$ cat config.mk
export PLATFORM = sky130hd
export DESIGN_NAME = block_mover_flat
export DESIGN_NICKNAME = d
export VERILOG_FILES = /design/src/rtl/block_mover_if.sv /design/src/rtl/block_mover.sv /design/src/flat_wrapper.sv
export SDC_FILE = /design/constraint.sdc
export NUM_CORES = 1
export LEC_CHECK = 0
export ABC_AREA = 1
export CAP_MARGIN = 15
export CORE_MARGIN = 2
export CORE_UTILIZATION = 51
export CTS_BUF_LIST = sky130_fd_sc_hd__clkbuf_16
export DETAILED_ROUTE_END_ITERATION = 8
export HOLD_SLACK_MARGIN = 0.15
export PLACE_DENSITY = 0.85
export SETUP_SLACK_MARGIN = 0.3
export SLEW_MARGIN = 10
export SYNTH_ARGS = -nofsm -noshare
export SYNTH_HDL_FRONTEND = slang
export SYNTH_SLANG_ARGS = --single-unit
$ cat constraint.sdc
create_clock -name CLK -period 3.72 [get_ports CLK]
set_input_delay 0.558 -clock CLK [delete_from_list [all_inputs] [get_ports CLK]]
set_output_delay 0.558 -clock CLK [all_outputs]
set_load 0.02 [all_outputs]
$ cat src/rtl/block_mover_if.sv
// block_mover_if: command/status, DRAM read and fabric write signals of the block mover.
interface block_mover_if;
   logic        BLCK_ISSUE;
   logic [11:0] BLCK_START;
   logic [5:0]  BLCK_COUNT_REQ;
   logic [1:0]  BLCK_SECTION;
   logic        BLCK_ABORT;
   logic [5:0]  BLCK_COUNT_SENT;
   logic        BLCK_WORKING;
   logic        BLCK_IRQ;
   logic        BLCK_ABRUPT_STOP;
   logic        BLCK_FRDRAM_DEVERR;
   logic        MEM_REQ;
   logic [11:0] MEM_ADDR;
   logic        MEM_ACK;
   logic        MEM_ERR;
   logic [15:0] MEM_RDATA;
   logic [15:0] FAB_DATA;
   logic [3:0]  FAB_WE;
   modport slave (
      input  BLCK_ISSUE, BLCK_START, BLCK_COUNT_REQ, BLCK_SECTION, BLCK_ABORT,
      input  MEM_ACK, MEM_ERR, MEM_RDATA,
      output BLCK_COUNT_SENT, BLCK_WORKING, BLCK_IRQ, BLCK_ABRUPT_STOP, BLCK_FRDRAM_DEVERR,
      output MEM_REQ, MEM_ADDR, FAB_DATA, FAB_WE
   );
   modport master (
      output BLCK_ISSUE, BLCK_START, BLCK_COUNT_REQ, BLCK_SECTION, BLCK_ABORT,
      output MEM_ACK, MEM_ERR, MEM_RDATA,
      input  BLCK_COUNT_SENT, BLCK_WORKING, BLCK_IRQ, BLCK_ABRUPT_STOP, BLCK_FRDRAM_DEVERR,
      input  MEM_REQ, MEM_ADDR, FAB_DATA, FAB_WE
   );
endinterface

$ cat src/rtl/block_mover.sv
// block_mover: copies a block of DRAM words to one of four fabric ports per toggle-issued command.
module block_mover #(
   parameter int MAX_WAIT = 255
) (
   input logic CLK,
   input logic RST,
   block_mover_if.slave bus
);
   localparam int WW = $clog2(MAX_WAIT + 1);
   typedef enum logic [1:0] {IDLE, XFER, FINISH} state_t;
   state_t r_state, w_next;
   logic r_issue_seen, r_working, r_abrupt, r_deverr, r_mem_req;
   logic [5:0] r_count_req, r_count_sent, w_sent_inc;
   logic [1:0] r_section;
   logic [11:0] r_mem_addr;
   logic [15:0] r_fab_data;
   logic [3:0] r_fab_we;
   logic [WW-1:0] r_wait;
   logic w_accept, w_xfer, w_good, w_bad, w_timeout, w_last, w_abrupt;
   assign w_accept = r_state == IDLE && bus.BLCK_ISSUE != r_issue_seen;
   assign w_xfer = r_state == XFER;
   assign w_good = w_xfer && bus.MEM_ACK && !bus.MEM_ERR;
   assign w_bad = w_xfer && bus.MEM_ACK && bus.MEM_ERR;
   assign w_timeout = w_xfer && !bus.MEM_ACK && r_wait == WW'(MAX_WAIT - 1);
   assign w_sent_inc = r_count_sent + 6'd1;
   // 6-bit wrap lets a requested count of 0 complete on the 64th word
   assign w_last = w_good && w_sent_inc == r_count_req;
   assign w_abrupt = w_bad || w_timeout || (w_xfer && bus.BLCK_ABORT && !w_last);
   always_comb begin
      w_next = r_state;
      if (w_accept) w_next = XFER;
      else if (r_state == FINISH) w_next = IDLE;
      else if (w_last || w_abrupt) w_next = FINISH;
   end
   always_ff @(posedge CLK or posedge RST) begin
      if (RST) r_state <= IDLE;
      else r_state <= w_next;
   end
   always_ff @(posedge CLK or posedge RST) begin
      if (RST) begin
         r_issue_seen <= 1'b0;
         r_working <= 1'b0;
         r_abrupt <= 1'b0;
         r_deverr <= 1'b0;
         r_mem_req <= 1'b0;
         r_count_req <= '0;
         r_count_sent <= '0;
         r_section <= '0;
         r_mem_addr <= '0;
         r_fab_data <= '0;
         r_fab_we <= '0;
         r_wait <= '0;
      end else begin
         r_fab_we <= '0;
         if (w_accept) begin
            r_issue_seen <= bus.BLCK_ISSUE;
            r_count_req <= bus.BLCK_COUNT_REQ;
            r_section <= bus.BLCK_SECTION;
            r_mem_addr <= bus.BLCK_START;
            r_count_sent <= '0;
            r_abrupt <= 1'b0;
            r_deverr <= 1'b0;
            r_working <= 1'b1;
            r_mem_req <= 1'b1;
            r_wait <= '0;
         end
         if (w_xfer) begin
            r_wait <= bus.MEM_ACK ? '0 : r_wait + WW'(1);
            if (w_good) begin
               r_fab_data <= bus.MEM_RDATA;
               r_fab_we <= 4'b0001 << r_section;
               r_count_sent <= w_sent_inc;
               r_mem_addr <= r_mem_addr + 12'd1;
            end
            if (w_abrupt) r_abrupt <= 1'b1;
            if (w_bad || w_timeout) r_deverr <= 1'b1;
            if (w_last || w_abrupt) r_mem_req <= 1'b0;
         end
         if (r_state == FINISH) r_working <= 1'b0;
      end
   end
   assign bus.BLCK_COUNT_SENT = r_count_sent;
   assign bus.BLCK_WORKING = r_working;
   assign bus.BLCK_IRQ = r_state == FINISH;
   assign bus.BLCK_ABRUPT_STOP = r_abrupt;
   assign bus.BLCK_FRDRAM_DEVERR = r_deverr;
   assign bus.MEM_REQ = r_mem_req;
   assign bus.MEM_ADDR = r_mem_addr;
   assign bus.FAB_DATA = r_fab_data;
   assign bus.FAB_WE = r_fab_we;
endmodule
$ cat src/flat_wrapper.sv
// flat-port wrapper written by rule: the top's interface ports become plain ports
module block_mover_flat 
#(
   parameter int MAX_WAIT = 255
)
  (CLK, RST, bus_BLCK_ISSUE, bus_BLCK_START, bus_BLCK_COUNT_REQ, bus_BLCK_SECTION, bus_BLCK_ABORT, bus_MEM_ACK, bus_MEM_ERR, bus_MEM_RDATA, bus_BLCK_COUNT_SENT, bus_BLCK_WORKING, bus_BLCK_IRQ, bus_BLCK_ABRUPT_STOP, bus_BLCK_FRDRAM_DEVERR, bus_MEM_REQ, bus_MEM_ADDR, bus_FAB_DATA, bus_FAB_WE);
  block_mover_if bus_i ();
  input logic CLK;
  input logic RST;
  input wire logic [$bits(bus_i.BLCK_ISSUE)-1:0] bus_BLCK_ISSUE;
  input wire logic [$bits(bus_i.BLCK_START)-1:0] bus_BLCK_START;
  input wire logic [$bits(bus_i.BLCK_COUNT_REQ)-1:0] bus_BLCK_COUNT_REQ;
  input wire logic [$bits(bus_i.BLCK_SECTION)-1:0] bus_BLCK_SECTION;
  input wire logic [$bits(bus_i.BLCK_ABORT)-1:0] bus_BLCK_ABORT;
  input wire logic [$bits(bus_i.MEM_ACK)-1:0] bus_MEM_ACK;
  input wire logic [$bits(bus_i.MEM_ERR)-1:0] bus_MEM_ERR;
  input wire logic [$bits(bus_i.MEM_RDATA)-1:0] bus_MEM_RDATA;
  output wire logic [$bits(bus_i.BLCK_COUNT_SENT)-1:0] bus_BLCK_COUNT_SENT;
  output wire logic [$bits(bus_i.BLCK_WORKING)-1:0] bus_BLCK_WORKING;
  output wire logic [$bits(bus_i.BLCK_IRQ)-1:0] bus_BLCK_IRQ;
  output wire logic [$bits(bus_i.BLCK_ABRUPT_STOP)-1:0] bus_BLCK_ABRUPT_STOP;
  output wire logic [$bits(bus_i.BLCK_FRDRAM_DEVERR)-1:0] bus_BLCK_FRDRAM_DEVERR;
  output wire logic [$bits(bus_i.MEM_REQ)-1:0] bus_MEM_REQ;
  output wire logic [$bits(bus_i.MEM_ADDR)-1:0] bus_MEM_ADDR;
  output wire logic [$bits(bus_i.FAB_DATA)-1:0] bus_FAB_DATA;
  output wire logic [$bits(bus_i.FAB_WE)-1:0] bus_FAB_WE;
  assign bus_i.BLCK_ISSUE = bus_BLCK_ISSUE;
  assign bus_i.BLCK_START = bus_BLCK_START;
  assign bus_i.BLCK_COUNT_REQ = bus_BLCK_COUNT_REQ;
  assign bus_i.BLCK_SECTION = bus_BLCK_SECTION;
  assign bus_i.BLCK_ABORT = bus_BLCK_ABORT;
  assign bus_i.MEM_ACK = bus_MEM_ACK;
  assign bus_i.MEM_ERR = bus_MEM_ERR;
  assign bus_i.MEM_RDATA = bus_MEM_RDATA;
  assign bus_BLCK_COUNT_SENT = bus_i.BLCK_COUNT_SENT;
  assign bus_BLCK_WORKING = bus_i.BLCK_WORKING;
  assign bus_BLCK_IRQ = bus_i.BLCK_IRQ;
  assign bus_BLCK_ABRUPT_STOP = bus_i.BLCK_ABRUPT_STOP;
  assign bus_BLCK_FRDRAM_DEVERR = bus_i.BLCK_FRDRAM_DEVERR;
  assign bus_MEM_REQ = bus_i.MEM_REQ;
  assign bus_MEM_ADDR = bus_i.MEM_ADDR;
  assign bus_FAB_DATA = bus_i.FAB_DATA;
  assign bus_FAB_WE = bus_i.FAB_WE;
  block_mover #(.MAX_WAIT(MAX_WAIT)) u_core (.CLK(CLK), .RST(RST), .bus(bus_i));
endmodule
==> metrics <==
Final Power about 3.3 mW; total detailed-routing wirelength between 7000 and 8000 um; Startpoint Class input port; end of the worst register-to-register path u_core.bus.MEM_ADDR[10]$_DFF_PP0_; worst path required time approximately 4000 ps; buffers plus inverters on the worst setup path 2; critical path capture point type flip-flop; DP HPWL between 5000 and 6000 um; number of antenna violations at the first check in global routing 0; clock-pin transition on the worst setup and hold timing paths 50 ps; number of distinct standard cells referenced by the synthesized netlist 32; remaining antenna violation count after routing 0; top cells by count, synth sky130_fd_sc_hd__nand2_1 (115), sky130_fd_sc_hd__dfrtp_1 (61), sky130_fd_sc_hd__inv_1 (33), sky130_fd_sc_hd__o21ai_0 (33), sky130_fd_sc_hd__nor2_1 (22); buffers from clock root to sink, at most 2; part of the Yosys area used for sequential elements 0.515; Cell Pwr Density slightly above 800 nW/um2; post-synthesis average cell area 8.17 um2; worst-margin pin slew around 640 ps; Hold WC Path Type flip-flop to flip-flop; max cap viols 0; # port buffers 84; gp weighted congestion 0.839; clk sinks ~60; part of the cycle the worst path needs 0.567; final setup fails 0; Tmin final ~2100 ps; synthesized area roughly 3000 um2; count of hold-fix buffers inserted at cts 0; final hold viol count 0; total iterations of the first detailed-routing run 4; slowest stage delay, CP 510 ps; Antenna diodes 0; CTS tree yes; number of max-slew violations in the final report 0; routed length per instance around 14 um; number of global-route vias before repair between 2k and 3k; run status complete, no violations; number of register bits inferred by synthesis slightly above 60; layout overhead on the synthesized area 38.9%; detailed-route via count 2803; maximum VDD drop around 0.47 mV; starting density of the core 0.532; post-place instance area between 3000 and 4000 um2; most frequent cell after synthesis sky130_fd_sc_hd__nand2_1; number of gates given a new drive strength after cts 0; hold worst-path end u_core.bus.FAB_WE[0]$_DFF_PP0_; number of buffers created by CTS 9; std cell rows 27; final cell count without fillers between 500 and 600; vias per inst about 5.3; 1st-iter DRT viols between 200 and 250; clock tree root driver cell sky130_fd_sc_hd__clkbuf_16; synthesized instance count 363; EDFF count, synth 0; gr usage total 0.247; slack of the critical path between 1500 and 2000 ps; maximum achievable frequency 474 MHz; buffers inserted by post-CTS timing repair 0; fraction of synthesized cell area taken by the top area cell type 0.515; post-synthesis net count 409; leakage power 1.89 nW; die width approximately 80 um; Worst path top cell family by delay buffers and inverters; worst hold path stage count 1; top fanout value on the critical path 39; top post-synthesis cells by area sky130_fd_sc_hd__dfrtp_1 (51%), sky130_fd_sc_hd__nand2_1 (15%), sky130_fd_sc_hd__o21ai_0 (5.6%); most frequently used flop master after synthesis sky130_fd_sc_hd__dfrtp_1; library cell occupying the most area in the post-synthesis netlist sky130_fd_sc_hd__dfrtp_1; crit path kind input port to flip-flop; worst-path cell chain clkdlybuf4s50_1 > nand2_2 > nor2_4 > inv_2 > a21oi_1 > o21ai_1 > o21ai_1; final instance area 4120 um2; maximum number of pins on one net before global-route repair 40; hold wc startpoint u_core.r_section[1]$_DFFE_PP0P_; worst-case setup slack after placement ~1300 ps; Residual DRC 0; total number of H-tree levels 3; Synth async-reset ratio 1.00; most used cell, CP sky130_fd_sc_hd__o21ai_1; count of placed standard cells including taps roughly 510; boundary pin count 85; wire length of the first global-routing pass ~12000 um; cell with the largest stage delay on the worst path sky130_fd_sc_hd__clkdlybuf4s50_1; core area approximately 5600 um2; Crit. path cell count 7; Synth warnings 0; R2R setup slack 1730 ps; fraction of layout instances using a drive strength above 1 0.0725; GRT overflow 0; Die Y 80.2 um; arrival time of data at the critical path endpoint around 2400 ps; Die ar. between 6000 and 7000 um2; launch point of the worst reg-to-reg path u_core.r_state[0]$_DFFE_PP0P_; maximum clock skew at final layout between 5 and 6 ps; final net count 496; slew margin rel. 0.571; setup repair after global routing missed its margin no; worst skew pair latency between 300 and 400 ps; setup total negative slack 0 ps; Register-to-Register Path Depth 8
worst reg2reg max path, stage by stage (launching register included):
cell and delay (ps):
sky130_fd_sc_hd__dfrtp_1 410, sky130_fd_sc_hd__inv_2 70, sky130_fd_sc_hd__nor2_4 140, sky130_fd_sc_hd__nand2_2 90
sky130_fd_sc_hd__nor2_4 380, sky130_fd_sc_hd__inv_2 390, sky130_fd_sc_hd__a21oi_1 260, sky130_fd_sc_hd__o21ai_1 110
sky130_fd_sc_hd__o21ai_1 80
stage by stage:
stage / util / hold WS [ps]
detailed placement: 0.691 / 452
floorplan: - / 432
global route: 0.739 / 492
global placement: 0.691 / 442
CTS: 0.739 / 452
finish: 0.739 / 452
where the power goes:
part	internal, mW	total (mW)	switching, mW
Sequential	0.923	1.15	0.228
Combinational	0.619	1.45	0.833
Clock	0.444	0.743	0.300
Total	1.99	3.35	1.36
registers in the layout, indices dropped and copies added, names as in the netlist:
signal and count:
u_core.bus.BLCK_ABRUPT_STOP 1, u_core.bus.BLCK_COUNT_SENT 6, u_core.bus.BLCK_FRDRAM_DEVERR 1, u_core.bus.BLCK_WORKING 1, u_core.bus.FAB_DATA 16, u_core.bus.FAB_WE 4
u_core.bus.MEM_ADDR 12, u_core.bus.MEM_REQ 1, u_core.r_count_req 6, u_core.r_issue_seen 1, u_core.r_section 2, u_core.r_state 2
u_core.r_wait 8
cells in the final DEF (no fill, tap or decap), types with 4 or more instances in the layout:
cell	synthesis	routed
sky130_fd_sc_hd__nand2_1	115	115
sky130_fd_sc_hd__clkdlybuf4s50_1	0	84
sky130_fd_sc_hd__dfrtp_1	61	61
sky130_fd_sc_hd__o21ai_0	33	33
sky130_fd_sc_hd__inv_1	33	32
sky130_fd_sc_hd__nor2_1	22	22
sky130_fd_sc_hd__nand3_1	21	21
sky130_fd_sc_hd__a21oi_1	12	12
sky130_fd_sc_hd__clkbuf_16	0	9
sky130_fd_sc_hd__o22ai_1	6	6
sky130_fd_sc_hd__inv_2	4	5
sky130_fd_sc_hd__nand4_1	5	5
sky130_fd_sc_hd__nor3_1	5	5
sky130_fd_sc_hd__xor2_1	4	4
sky130_fd_sc_hd__ha_1	4	4
sky130_fd_sc_hd__clkinvlp_4	0	4
sky130_fd_sc_hd__buf_4	4	4
worst max-delay path by stage:
| stage | start | end |
|---|---|---|
| 2_1_floorplan | RST | u_core.bus.BLCK_ABRUPT_STOP$_DFF_PP0_ |
| 3_3_place_gp | bus_MEM_ACK | u_core.r_state[0]$_DFFE_PP0P_ |
| 3_5_place_dp | bus_MEM_ACK | u_core.bus.BLCK_ABRUPT_STOP$_DFF_PP0_ |
| 4_1_cts | bus_MEM_ACK | u_core.r_state[0]$_DFFE_PP0P_ |
| 5_1_grt | bus_MEM_ACK | u_core.bus.BLCK_COUNT_SENT[0]$_DFF_PP0_ |
| 6_report | bus_MEM_ACK | u_core.bus.MEM_ADDR[10]$_DFF_PP0_ |
cell families after synthesis:
logic type / after synthesis / share of synthesized area
mux: 1 / 0.00380
buf+inv: 49 / 0.0722
simple gates: 180 / 0.261
compound gates: 61 / 0.111
flops: 61 / 0.515
xor+xnor: 7 / 0.0207
fa+ha+maj: 4 / 0.0169
metal layers:
metal	vias up	track usage	wire [um]
li1	1353	-	-
met1	1346	0.316	3140
met2	89	0.403	3830
met3	15	0.0506	412
met4	0	0.115	139
met5	-	0	0
cell type report:
cell class	instances	area, um2
sequential	61	1530
inverter	37	139
tap	72	90.1
clock inverter	7	42.5
timing repair buffer	88	871
clock buffer	9	225
fill	417	1460
multi-input combinational	253	1220
Note: power is estimated with default switching activity, not from simulation.
